===== config.mk =====
export PLATFORM = sky130hd
export DESIGN_NAME = data_field_sched
export DESIGN_NICKNAME = d
export VERILOG_FILES = /design/src/rtl/t2mi_pkg.sv /design/src/rtl/data_field_sched_syncd_capture.sv /design/src/rtl/data_field_sched.sv
export SDC_FILE = /design/constraint.sdc
export NUM_CORES = 1
export LEC_CHECK = 0
export BUFFER_PORTS_ARGS = -buffer_cell sky130_fd_sc_hd__buf_2
export CAP_MARGIN = 20
export CORE_MARGIN = 4
export CORE_UTILIZATION = 51
export DETAILED_ROUTE_END_ITERATION = 16
export GPL_ROUTABILITY_DRIVEN = 0
export PLACE_DENSITY = 0.78
export SYNTH_ARGS = -nofsm -noshare
export SYNTH_HDL_FRONTEND = slang
export SYNTH_HIERARCHICAL = 1
export SYNTH_SLANG_ARGS = --single-unit

===== constraint.sdc =====
create_clock -name CLK -period 3 [get_ports CLK]
set_clock_uncertainty 0.05 [all_clocks]
set_input_delay 0.45 -clock CLK [delete_from_list [all_inputs] [get_ports CLK]]
set_output_delay 0.45 -clock CLK [all_outputs]
set_load 0.01 [all_outputs]

===== src/rtl/t2mi_pkg.sv =====
// Shared definitions for the T2-MI BBFrame data-field path: scheduler state
// encoding, the "no user packet" SYNCD marker and the user-packet start indices.
package t2mi_pkg;

   typedef enum logic [1:0] {
      ST_IDLE   = 2'd0,
      ST_READ   = 2'd1,
      ST_DRAIN  = 2'd2,
      ST_REPORT = 2'd3
   } state_t;

   localparam logic [15:0] SYNCD_NONE = 16'hFFFF;

   // In high-efficiency mode the sync byte is stripped, so a packet starts at index 1
   localparam logic [7:0] UP_IDX_NM  = 8'd0;
   localparam logic [7:0] UP_IDX_HEM = 8'd1;

   localparam int DFL_MAX_BYTES_DEFAULT = 7274;

   function automatic logic [7:0] up_index(input logic hem);
      return hem ? UP_IDX_HEM : UP_IDX_NM;
   endfunction

endpackage


===== src/rtl/data_field_sched_syncd_capture.sv =====
// First-match latch of the bit offset of the first user-packet start seen in
// a data field. Holds SYNCD_NONE until a match, then ignores later matches.
module syncd_capture
   import t2mi_pkg::*;
#(
   parameter int CNT_W = 13
) (
   input  logic             clk,
   input  logic             rst_n,
   input  logic             clear,
   input  logic             valid,
   input  logic             hem,
   input  logic [7:0]       byte_index,
   input  logic [CNT_W-1:0] received,
   output logic [15:0]      syncd
);

   logic found;

   // Latch received*8 on the first valid byte whose index marks a packet start
   always_ff @(posedge clk or negedge rst_n) begin
      if (!rst_n) begin
         syncd <= SYNCD_NONE;
         found <= 1'b0;
      end else if (clear) begin
         syncd <= SYNCD_NONE;
         found <= 1'b0;
      end else if (valid && !found && (byte_index == up_index(hem))) begin
         syncd <= 16'({received, 3'b000});
         found <= 1'b1;
      end
   end

endmodule


===== src/rtl/data_field_sched.sv =====
// Builds one BBFrame data field per START: reads DFL bytes from the TS FIFO,
// frames them with SOF/EOF and reports SYNCD one cycle after the last byte.
module data_field_sched
   import t2mi_pkg::*;
#(
   parameter int DFL_MAX_BYTES = DFL_MAX_BYTES_DEFAULT,
   parameter int CNT_W         = 13
) (
   input  logic             CLK,
   input  logic             RST,
   input  logic             START,
   input  logic [CNT_W-1:0] DFL_BYTES,
   input  logic             NM_OR_HEM,
   input  logic             FIFO_EMPTY,
   input  logic [7:0]       FIFO_DATA,
   input  logic [7:0]       FIFO_BYTE_INDEX,
   output logic             RD_REQ,
   output logic [7:0]       DATA_OUT,
   output logic             DVALID_OUT,
   output logic             SOF,
   output logic             EOF,
   output logic [15:0]      SYNCD,
   output logic             SYNCD_VALID,
   output logic             BUSY,
   output logic             ERR
);

   localparam logic [CNT_W-1:0] DFL_MAX_CNT = CNT_W'(DFL_MAX_BYTES);
   localparam logic [CNT_W-1:0] CNT_ONE     = CNT_W'(1);
   localparam logic [CNT_W-1:0] CNT_ZERO    = '0;

   state_t           state;
   logic [CNT_W-1:0] dfl;
   logic [CNT_W-1:0] issued;
   logic [CNT_W-1:0] received;
   logic             hem;
   logic             dvalid;
   logic             busy;
   logic             err;
   logic             syncd_valid;

   logic start_ok;
   logic accept;
   logic rd_req;
   logic last_issue;
   logic sof_now;
   logic eof_now;

   assign start_ok   = START && (DFL_BYTES != CNT_ZERO) && (DFL_BYTES <= DFL_MAX_CNT);
   assign accept     = (state == ST_IDLE) && start_ok;
   // Reads stop exactly at the latched length, so the counters never wrap
   assign rd_req     = (state == ST_READ) && !FIFO_EMPTY && (issued != dfl);
   assign last_issue = rd_req && (issued == (dfl - CNT_ONE));
   assign sof_now    = dvalid && (received == CNT_ZERO);
   assign eof_now    = dvalid && (received == (dfl - CNT_ONE));

   // Field sequencing: accept/reject START, issue reads, wait for EOF, report
   always_ff @(posedge CLK or negedge RST) begin
      if (!RST) begin
         state       <= ST_IDLE;
         dfl         <= CNT_ZERO;
         hem         <= 1'b0;
         issued      <= CNT_ZERO;
         busy        <= 1'b0;
         err         <= 1'b0;
         syncd_valid <= 1'b0;
      end else begin
         err         <= 1'b0;
         syncd_valid <= 1'b0;
         case (state)
            ST_IDLE: begin
               if (START) begin
                  if (start_ok) begin
                     dfl    <= DFL_BYTES;
                     hem    <= NM_OR_HEM;
                     issued <= CNT_ZERO;
                     busy   <= 1'b1;
                     state  <= ST_READ;
                  end else begin
                     err <= 1'b1;
                  end
               end
            end
            ST_READ: begin
               if (rd_req) begin
                  issued <= issued + CNT_ONE;
               end
               if (last_issue) begin
                  state <= ST_DRAIN;
               end
            end
            ST_DRAIN: begin
               if (eof_now) begin
                  syncd_valid <= 1'b1;
                  state       <= ST_REPORT;
               end
            end
            ST_REPORT: begin
               busy  <= 1'b0;
               state <= ST_IDLE;
            end
            default: state <= ST_IDLE;
         endcase
      end
   end

   // FIFO q is valid one cycle after the request; count bytes as they arrive
   always_ff @(posedge CLK or negedge RST) begin
      if (!RST) begin
         dvalid   <= 1'b0;
         received <= CNT_ZERO;
      end else begin
         dvalid <= rd_req;
         if (accept) begin
            received <= CNT_ZERO;
         end else if (dvalid) begin
            received <= received + CNT_ONE;
         end
      end
   end

   syncd_capture #(
      .CNT_W (CNT_W)
   ) u_syncd_capture (
      .clk        (CLK),
      .rst_n      (RST),
      .clear      (accept),
      .valid      (dvalid),
      .hem        (hem),
      .byte_index (FIFO_BYTE_INDEX),
      .received   (received),
      .syncd      (SYNCD)
   );

   assign RD_REQ      = rd_req;
   assign DVALID_OUT  = dvalid;
   assign DATA_OUT    = dvalid ? FIFO_DATA : 8'h00;
   assign SOF         = sof_now;
   assign EOF         = eof_now;
   assign SYNCD_VALID = syncd_valid;
   assign BUSY        = busy;
   assign ERR         = err;

endmodule


==> results.tsv <==
metric	value	unit
max_freq	308	MHz
reg2reg_slack	-0.11	ns
clock-sinks	61	
track_usage	23.4	%
start_util	53.1	%
p_leak	2.26	nW
drc_errors	0	
io_buffers	64	
rsz0062_at_grt	yes	
p_int	2.33	mW
end_kind	output pin	
core	7330	sq um
grt_pass1_vias	3444	
cts_buffers	9	
drv_cap	0	
wl_per_cell	15.8	um
r2r-start	dfl[6]	
tritoncts	yes	
tightest_slew	0.784	ns
synth_edf_count	0	
synthTopCellsByCount	58 x nor2_1, 50 x nand2_1, 47 x dfrtp_1	
avgSynthCellArea	8.88	sq um
grt_max_degree	62	
synth-seq-cells	61	
period_share	108	%
synth_ff_type	dfrtp_1	
p_per_area	820	nW/um^2
synth_nets	481	
crit_type	flip-flop to output pin	
die_w	95.4	um
seqPwrFrac	29.0	%
place_hpwl	7.34	mm
syn_to_final_growth	23.8	%
setup_viol	2	
yosys-top-cells-area	dfrtp_1 30%, dfstp_2 9.4%, xnor2_1 8.1%	
min_period	3.25	ns
slew_headroom	47.7	%
worstSetupStartpoint	dfl[6]	
pwr-share-comb	52.1	%
setup_ws	-0.251	ns
die_h	95.4	um
synth_area	3900	sq um
required	2.50	ns
grt_overflow	0	
slew_violations	0	
synth_top_cell_area_share	30.2	%
yosysMostFrequentCell	nor2_1	
p_switching	1.63	mW
sw_frac_of_total	41.1	%
grt_pass1_wl	16.4	mm
insertion_delay	0.35	ns
yosysSeqAreaShare	39.6	%
worstSetupStartpointType	flip-flop	
rr_worst_depth	9	
io_pins	65	
status	finished, violations left	
violations	setup timing	
antenna_found_initial	0	
cts_hold_buf	0	
rows	31	
routed_wl	10.0	mm
drt-vias-per-instance	5.44	
h-tree-depth	3	
num_antenna_cells	0	
clk_pin_slew	0.07	ns
ir_drop	0.617	mV
drive_gt1_share	29.2	%
yosysUniqueCellTypes	59	
vias	3445	
final_nets	571	
synthArstFlopShare	100	%
hold_class	input port to async pin	
clock_path_buffers	2	
synthCells	439	
first_pass_iters	5	
ys_warn_count	6	
ant_nets	0	
finalHoldViolations	0	
crit_fanout	4	
drt_iter0_markers	212	
yosysTopAreaCell	dfrtp_1	
timing.hold.ws	0.191	ns
r2r-end	state[1]	
die-area	9100	sq um
pwr-share-clk	18.9	%
final_util	65.8	%
root_buffer	clkbuf_8	
arrival	2.75	ns
==> registers in the layout (all words and copies together), names as in the netlist <==
name,flops
u_syncd_capture/syncd,14
issued,13
dfl,13
DVALID_OUT,1
hem,1
ERR,1
BUSY,1
SYNCD_VALID,1
state,2
received,13
u_syncd_capture/found,1
==> kinds of logic after synthesis <==
family                     Yosys count  synth area share, %
adders and majority gates            8                 2.57
and+or+nand+nor                    194                 25.6
DFF                                 61                 39.6
buffers and inverters               46                 4.98
xor gates and xnor gates            56                 12.6
AOI/OAI and AO/OA                   55                 9.73
muxes                               19                 4.91
==> placed cells by master, fill, tap and decap left out, types with 6 or more instances in the layout <==
master    netlist  layout
a21oi_1         9       9
and2_1         14      14
buf_2           2      63
buf_4           3      37
clkbuf_8        0      10
dfrtp_1        47      47
dfstp_2        14      14
ha_1            8       7
inv_1          20      18
mux2i_1        18      18
nand2_1        50      50
nand3_1        14      14
nand4_1         7       7
nor2_1         58      58
nor3_1         10      10
nor4_1          6       6
o21ai_0        17      17
or3_1           9       8
xnor2_1        36      33
xor2_1         20      20
==> worst max path at each step <==
stage	end	slack, ns
after detailed placement	state[1]	-0.14
after global placement	state[1]	-0.02
final	EOF	-0.25
after CTS	EOF	-0.27
after global routing	EOF	-0.39
after floorplan	state[1]	-0.07
==> critical path: stages (launching register included) <==
cell	delay, ns
dfrtp_1	0.38
or3_4	0.39
or4_4	0.46
nor2_1	0.20
xnor2_1	0.16
o221ai_1	0.14
or4_4	0.48
inv_4	0.09
buf_6	0.09
==> what timing repair did <==
item / CTS / global route
setup endpoints to repair: 2 / 3
pin swaps: 7 / 3
cloned: 0 / 0
hold endpoints to repair: 0 / 0
setup buffers: 2 / 1
resized for setup: 13 / 4
==> cell type report <==
type	instances	area [sq um]
Timing Repair Buffer	103	623
Sequential cell	61	1540
Fill cell	597	2510
Clock buffer	11	141
Inverter	22	85.1
Clock inverter	5	58.8
Tap cell	99	124
Multi-Input combinational cell	332	2250
==> power groups by stage <==
stage	clock network, mW	logic [mW]	registers [mW]
2_1_floorplan	0	1.22	1.13
3_3_place_gp	0	1.80	1.14
3_5_place_dp	0	1.87	1.15
4_1_cts	0.762	1.99	1.14
5_1_grt	0.803	2.25	1.17
6_report	0.746	2.06	1.15
==> through the flow <==
| stage | instance area [sq um] | setup TNS [ns] | std cells | worst slack (ns) | power, mW |
|---|---|---|---|---|---|
| floorplan | 3900 | -0.0703 | 439 | -0.0703 | 2.35 |
| global placement | 4490 | -0.0208 | 613 | -0.0208 | 2.94 |
| detailed placement | 4490 | -0.138 | 613 | -0.138 | 3.02 |
| CTS | 4770 | -0.370 | 631 | -0.265 | 3.89 |
| global route | 4820 | -0.694 | 633 | -0.386 | 4.22 |
| finish | 4820 | -0.364 | 633 | -0.251 | 3.96 |
==> routing by layer <==
layer | vias up | global-route usage, % | part of all wire, %
li1 | 1678 | - | -
met1 | 1622 | 29.8 | 41
met2 | 124 | 39.2 | 50
met3 | 21 | 4.42 | 6.1
met4 | 0 | 9.24 | 2.6
met5 | - | 0 | 0
Note: power is estimated with default switching activity, not from simulation.
